--- src/rtl/nibble_packer.sv ---
// Packs a stream of 4-bit nibbles little-endian into NIBBLES-wide words and
// queues them in a 2-entry output FIFO; a flush emits a zero-padded partial word.
module nibble_packer #(
    parameter int NIBBLES = 4
) (
    input  logic                 clk,
    input  logic                 rst_n,
    input  logic                 in_valid,
    input  logic [3:0]           in_data,
    output logic                 in_ready,
    input  logic                 flush,
    output logic                 out_valid,
    output logic [4*NIBBLES-1:0] out_data,
    output logic                 out_last,
    input  logic                 out_ready
);

    localparam int W  = 4 * NIBBLES;
    localparam int CW = $clog2(NIBBLES);
    localparam logic [CW-1:0] LAST_NIB = CW'(NIBBLES - 1);

    typedef enum logic {FILL, FLUSH} state_t;

    state_t          state_reg, state_next;
    logic [CW-1:0]   nib_cnt_reg, nib_cnt_next;
    logic [W-1:0]    asm_reg, asm_next, asm_with;
    logic [W-1:0]    fifo_data_reg [2];
    logic            fifo_last_reg [2];
    logic            rd_ptr_reg, wr_ptr_reg;
    logic [1:0]      count_reg;

    logic            accept, pop, push, push_last;
    logic [W-1:0]    push_data;

    assign in_ready  = (state_reg == FILL) && ((nib_cnt_reg != LAST_NIB) || (count_reg < 2'd2));
    assign out_valid = (count_reg != 2'd0);
    assign out_data  = fifo_data_reg[rd_ptr_reg];
    assign out_last  = fifo_last_reg[rd_ptr_reg];

    assign accept = in_valid && in_ready;
    assign pop    = out_valid && out_ready;

    // Assembly register with this cycle's accepted nibble dropped into its slot.
    generate
        for (genvar gi = 0; gi < NIBBLES; gi++) begin : g_slot
            assign asm_with[4*gi +: 4] = (accept && (nib_cnt_reg == CW'(gi))) ? in_data
                                                                              : asm_reg[4*gi +: 4];
        end
    endgenerate

    always_comb begin
        push         = 1'b0;
        push_data    = asm_with;
        push_last    = 1'b0;
        state_next   = state_reg;
        nib_cnt_next = nib_cnt_reg;
        asm_next     = asm_reg;
        case (state_reg)
            FILL: begin
                if (accept && (nib_cnt_reg == LAST_NIB)) begin
                    // A completing nibble on a flush cycle marks this word last; no extra push.
                    push         = 1'b1;
                    push_last    = flush;
                    nib_cnt_next = '0;
                    asm_next     = '0;
                end else if (flush && (accept || (nib_cnt_reg != '0))) begin
                    if (count_reg < 2'd2) begin
                        push         = 1'b1;
                        push_last    = 1'b1;
                        nib_cnt_next = '0;
                        asm_next     = '0;
                    end else begin
                        state_next   = FLUSH;
                        asm_next     = asm_with;
                        nib_cnt_next = nib_cnt_reg + CW'(accept);
                    end
                end else if (accept) begin
                    asm_next     = asm_with;
                    nib_cnt_next = nib_cnt_reg + CW'(1);
                end
            end
            FLUSH: begin
                if (count_reg < 2'd2) begin
                    push         = 1'b1;
                    push_data    = asm_reg;
                    push_last    = 1'b1;
                    nib_cnt_next = '0;
                    asm_next     = '0;
                    state_next   = FILL;
                end
            end
            default: state_next = FILL;
        endcase
    end

    always_ff @(posedge clk) begin
        if (!rst_n) begin
            state_reg   <= FILL;
            nib_cnt_reg <= '0;
            asm_reg     <= '0;
            rd_ptr_reg  <= 1'b0;
            wr_ptr_reg  <= 1'b0;
            count_reg   <= 2'd0;
            for (int i = 0; i < 2; i++) begin
                fifo_data_reg[i] <= '0;
                fifo_last_reg[i] <= 1'b0;
            end
        end else begin
            state_reg   <= state_next;
            nib_cnt_reg <= nib_cnt_next;
            asm_reg     <= asm_next;
            if (push) begin
                fifo_data_reg[wr_ptr_reg] <= push_data;
                fifo_last_reg[wr_ptr_reg] <= push_last;
                wr_ptr_reg                <= ~wr_ptr_reg;
            end
            if (pop)
                rd_ptr_reg <= ~rd_ptr_reg;
            case ({push, pop})
                2'b10:   count_reg <= count_reg + 2'd1;
                2'b01:   count_reg <= count_reg - 2'd1;
                default: count_reg <= count_reg;
            endcase
        end
    end

endmodule

--- config.mk ---
export PLATFORM = sky130hd
export DESIGN_NAME = nibble_packer
export DESIGN_NICKNAME = d
export VERILOG_FILES = /design/src/rtl/nibble_packer.sv
export SDC_FILE = /design/constraint.sdc
export NUM_CORES = 1
export LEC_CHECK = 0
export CORE_ASPECT_RATIO = 1.5
export CORE_MARGIN = 2
export CORE_UTILIZATION = 50
export CTS_CLUSTER_SIZE = 28
export DETAILED_ROUTE_END_ITERATION = 7
export PLACE_DENSITY = 0.82
export REMOVE_ABC_BUFFERS = 1
export SYNTH_ARGS = -nofsm -noshare
export SYNTH_HDL_FRONTEND = slang
export SYNTH_SLANG_ARGS = --single-unit
--- constraint.sdc ---
create_clock -name clk -period 3.65 [get_ports clk]
set_input_delay 1.095 -clock clk [delete_from_list [all_inputs] [get_ports clk]]
set_output_delay 1.095 -clock clk [all_outputs]
set_load 0.03 [all_outputs]
==> impl_metrics.toml, run 1 <==
[power]
pwr-share-seq = 0.408
leakage_nw = 1.20
power_density_mw_per_mm2 = 613
p_int_w = 0.00138
p_clk_frac = 0.279
p_sw_w = 0.000621
sw_frac_of_total = 0.310
ir_worst_vdd_mv = 0.480
total_power_w = 0.00200
combPwrFrac = 0.314

[sta]
slew_viol_final = 0
period_share = 0.861
final_hold_viol_count = 0
post-route-min-period_ps = 3140
rsz0062_at_grt = "false"
setup_viol = 0
fin_setup_tns_ps = 0
slew_headroom = 0.557
fmax_ghz = 0.318
setup_ws_ps = 508
clock_skew_ps = 4.34
worst_pin_slew_ps = 662

[clocking]
cts_buffer_depth = 2
clock-sinks = 58
holdBufCountCts = 0
post_cts_buffers = 0
cts.clk_slew.worst_paths_ps = 60
cts_tree = "yes"
cts-htree-levels = 3
cts_root_buf = "clkbuf_8"
cts_made_buffers = 9
ctsResizeCount = 0
clk_latency_ps = 330

[placed_design]
dp.final_hpwl_um = 3510
io_buffers = 27
place_ws_ps = 385
gp_congestion = 0.772

[die]
io_pins = 28
start_util = 0.511
rows = 33
die-area_mm2 = 0.00616
die_h_um = 95.1
fp.dieW_um = 64.7
design.core.area_mm2 = 0.00541

[drt]
viasPerCell = 5.28
drc = 0
drtIter0Drc = 36
vias = 1828
drt_wl_total_um = 4960
wl_per_cell_um = 14.3
postRouteAntennaNets = 0
drt_pass1_iterations = 4

[worst_setup_path]
slowest_stage = "clkdlybuf4s50_1"
rr_startpoint = "nib_cnt_reg[0]"
r2r_cells = 9
worst-path-buf-inv = 1
critPathTopFamily = "buffers and inverters"
timing.rr.end = "count_reg[1]"
required_ps = 2550
critPathLaunchType = "flop"
end_kind = "output pin"
regToRegSetupSlack_ps = 1330
crit_arrival_ps = 2050
critical-path-max-stage-delay_ps = 740
path_max_fanout = 7
crit_chain = "ha_1 > a21oi_2 > clkdlybuf4s50_1"
critPathKind = "reg -> out"

[synthesis]
yosys_most_used_dff = "edfxtp_1"
syn_area_mm2 = 0.00277
yosysTopAreaCell = "edfxtp_1"
synth_area_leaders = "edfxtp_1 (35%), dfxtp_1 (19%), mux2_2 (6.9%), mux2i_1 (6.5%), nor2_1 (5.2%)"
avgSynthCellArea_um2 = 11.5
ys_seq_area_frac = 0.536
synthTopCellsByCount = "nor2_1 (38), edfxtp_1 (32), dfxtp_1 (26), mux2i_1 (18), mux2_2 (17)"
synthCells = 241
synthArstFlopShare = 0
synth_cell_type_count = 46
synth.ff_latch_count = 58
synth_edf_count = 32
yosys_warnings = 0
yosysMostFrequentCell = "nor2_1"
synth.top_cell.area_share = 0.347

[global_routing]
track_usage = 0.175
antenna_found_initial = 0
grt_max_degree = 19
gr-total-overflow = 0
first_global_vias = 1683
grt_first_pass_wirelength_um = 8010

[final_layout]
layout-drive-gt1-share = 0.181
largest_reg_flops = 32
area_growth_pct = 18.0
nets = 286
diodes = 0
multi_input_area_mm2 = 0.00117
final_util = 0.603
nFillCells = 449
register_area_mm2 = 0.00148

[min_path]
min_path_type = "reg -> reg"
min_from = "asm_reg[4]"
hold_depth = 1
hold_end = "asm_reg[4]"

[status]
status = "completed"

[run]
cap_violations = 0
==> power groups by stage <==
stage	Clock [W]	Combinational [W]	Sequential (W)
3_5_place_dp	0	0.000631	0.000830
3_3_place_gp	0	0.000622	0.000825
2_1_floorplan	0	0.000408	0.000834
5_1_grt	0.000596	0.000674	0.000823
4_1_cts	0.000569	0.000635	0.000816
6_report	0.000558	0.000627	0.000815
==> per-layer routing <==
metal / GRT usage / vias up / wire (um)
met5: 0 / - / 0
met1: 0.200 / 870 / 2100
met4: 0.0762 / 0 / 98
met3: 0.0531 / 9 / 187
li1: - / 918 / -
met2: 0.299 / 31 / 2570
==> cell type report <==
| cell class | instances | area share |
|---|---|---|
| Sequential cell | 58 | 0.454 |
| Multi-Input combinational cell | 162 | 0.359 |
| Timing Repair Buffer | 32 | 0.0943 |
| Clock buffer | 12 | 0.0445 |
| Tap cell | 70 | 0.0268 |
| Clock inverter | 4 | 0.0127 |
| Inverter | 8 | 0.00920 |
==> cell usage in the layout, fill, tap and decap left out, types with 6 or more instances in the layout <==
cell type / netlist / routed
nor2b_1: 12 / 12
mux2i_1: 18 / 18
clkbuf_8: 0 / 10
a22oi_1: 8 / 8
edfxtp_1: 32 / 32
dfxtp_1: 26 / 26
clkdlybuf4s50_1: 0 / 27
nand2_1: 6 / 6
nand3_1: 6 / 6
ha_1: 6 / 6
inv_1: 6 / 6
nor2_1: 38 / 38
mux2_2: 17 / 17
==> stage by stage <==
stage	cells	hold WS (ps)	instance area, um2
final	346	477	3260
after floorplan	228	441	2680
after CTS	346	483	3260
after detailed placement	330	465	3080
after global placement	330	457	3080
after global routing	346	496	3260
==> how the worst max path moves through the flow <==
stage                   start                   to  cells past startpoint
2_1_floorplan        in_valid  fifo_data_reg[0][0]                      5
3_3_place_gp         in_valid         count_reg[1]                      8
3_5_place_dp         in_valid         count_reg[1]                      8
4_1_cts        nib_cnt_reg[0]             in_ready                      3
5_1_grt        nib_cnt_reg[0]             in_ready                      3
6_report       nib_cnt_reg[0]             in_ready                      3
==> cell families after synthesis <==
group | Yosys count | share of synthesized area
xor+xnor | 5 | 0.0158
simple gates | 84 | 0.152
fa+ha+maj | 6 | 0.0271
compound gates | 32 | 0.0941
buf+inv | 21 | 0.0416
flops | 58 | 0.536
mux | 35 | 0.134
(Power assumes the default switching activity.)
==> inputs of run 2 (changes only) <==
Settings changed: PLACE_DENSITY 0.82 to 0.71.
==> impl_metrics.toml, run 2 (synthesis gave the netlist of run 1 again) <==
[power]
p_int_w = 0.00136
leakage_nw = 1.21
sw_frac_of_total = 0.315
ir_worst_vdd_mv = 0.548
combPwrFrac = 0.316
power_density_mw_per_mm2 = 610
pwr-share-seq = 0.410
p_clk_frac = 0.274
total_power_w = 0.00199
p_sw_w = 0.000626

[placed_design]
dp.final_hpwl_um = 3580
gp_congestion = 0.779
io_buffers = 27
placed_cell_area_mm2 = 0.00308

[final_layout]
area_growth_pct = 18.0
final_common_cell = "nor2_1"
nets = 287
finalInstanceArea_mm2 = 0.00326
final_util = 0.603
layout-drive-gt1-share = 0.188
largest_reg_flops = 32
most-common-layout-cells = "nor2_1 (38), edfxtp_1 (32), clkdlybuf4s50_1 (27)"
diodes = 0
nFillCells = 478

[worst_setup_path]
rr_startpoint = "nib_cnt_reg[0]"
r2r_cells = 9
path_max_fanout = 7
critPathTopFamily = "buffers and inverters"
worst-path-buf-inv = 1
critPathLaunchType = "flop"
timing.rr.end = "count_reg[1]"
crit_arrival_ps = 2080
crit_chain = "ha_1 > a21oi_2 > clkdlybuf4s50_1"
critical-path-max-stage-delay_ps = 740
required_ps = 2550
regToRegSetupSlack_ps = 1350
end_kind = "output pin"
critPathKind = "reg -> out"
slowest_stage = "clkdlybuf4s50_1"

[clocking]
cts.clk_slew.worst_paths_ps = 60
holdBufCountCts = 0
cts-htree-levels = 3
post_cts_buffers = 0
cts_buffer_depth = 2
clock-sinks = 58
clk_latency_ps = 330
cts_tree = "yes"
ctsResizeCount = 0
cts_root_buf = "clkbuf_8"
cts_made_buffers = 9

[sta]
period_share = 0.869
worst_pin_slew_ps = 710
hold_slack_ps = 477
clock_skew_ps = 9.06
rsz0062_at_grt = "false"
slew_headroom = 0.525
post-route-min-period_ps = 3170
fin_setup_tns_ps = 0
setup_viol = 0
fmax_ghz = 0.315
final_hold_viol_count = 0
slew_viol_final = 0

[drt]
postRouteAntennaNets = 0
drc = 0
vias = 1852
drt_pass1_iterations = 4
wl_per_cell_um = 14.9
drtIter0Drc = 49
viasPerCell = 5.34
drt_wl_total_um = 5160

[min_path]
hold_depth = 1
min_from = "asm_reg[15]"
hold_end = "asm_reg[15]"
min_path_type = "reg -> reg"

[die]
fp.dieW_um = 64.7
io_pins = 28
rows = 33
die_h_um = 95.1
start_util = 0.511
design.core.area_mm2 = 0.00541
die-area_mm2 = 0.00616

[global_routing]
grt_first_pass_wirelength_um = 8570
gr-total-overflow = 0
first_global_vias = 1804
antenna_found_initial = 0
grt_max_degree = 18
track_usage = 0.187

[status]
status = "completed"

[run]
cap_violations = 0
[run 2: cell count changes in the layout (fill, tap and decap cells not counted), sizes merged]
cell,change
buf,+1
[run 2: layout make-up]
cell class | count | area, um2 | area share
clock buffers | 12 | 135 | 0.0414
clock inverters | 4 | 43.8 | 0.0134
multi-input cells | 162 | 1170 | 0.359
well taps | 70 | 87.6 | 0.0268
repair buffers | 33 | 315 | 0.0966
inverters | 8 | 30.0 | 0.00920
flip-flops and latches | 58 | 1480 | 0.454
[run 2: worst max-delay path by stage]
stage | from | endpoint | slack (ps) | cells after the start
after floorplan | in_valid | fifo_data_reg[0][0] | 440 | 5
after global placement | flush | count_reg[1] | 690 | 8
after detailed placement | flush | count_reg[1] | 630 | 8
after CTS | nib_cnt_reg[0] | in_ready | 480 | 3
after global routing | nib_cnt_reg[0] | in_ready | 400 | 3
final | nib_cnt_reg[0] | in_ready | 480 | 3
[run 2: power by group through the flow]
stage	clock network [W]	registers, W	logic (W)
global placement	0	0.000827	0.000627
global route	0.000581	0.000824	0.000678
finish	0.000545	0.000815	0.000629
CTS	0.000556	0.000816	0.000637
detailed placement	0	0.000830	0.000633
floorplan	0	0.000834	0.000408
[run 2: metal layers]
metal,GRT usage,routed length [um],up-vias
li1,-,-,916
met1,0.211,2120,893
met2,0.327,2750,32
met3,0.0496,172,11
met4,0.0869,116,0
met5,0,0,-
[run 2: per-stage QoR]
stage,cells,setup WS [ps]
after CTS,347,481
after floorplan,228,439
after global placement,331,689
final,347,478
after detailed placement,331,628
after global routing,347,398
==> inputs of run 3 (changes only) <==
Settings changed: CAP_MARGIN set to 15.
==> results of run 3 <==
Same layout as run 2: the final DEF is identical, and so are final timing and power.
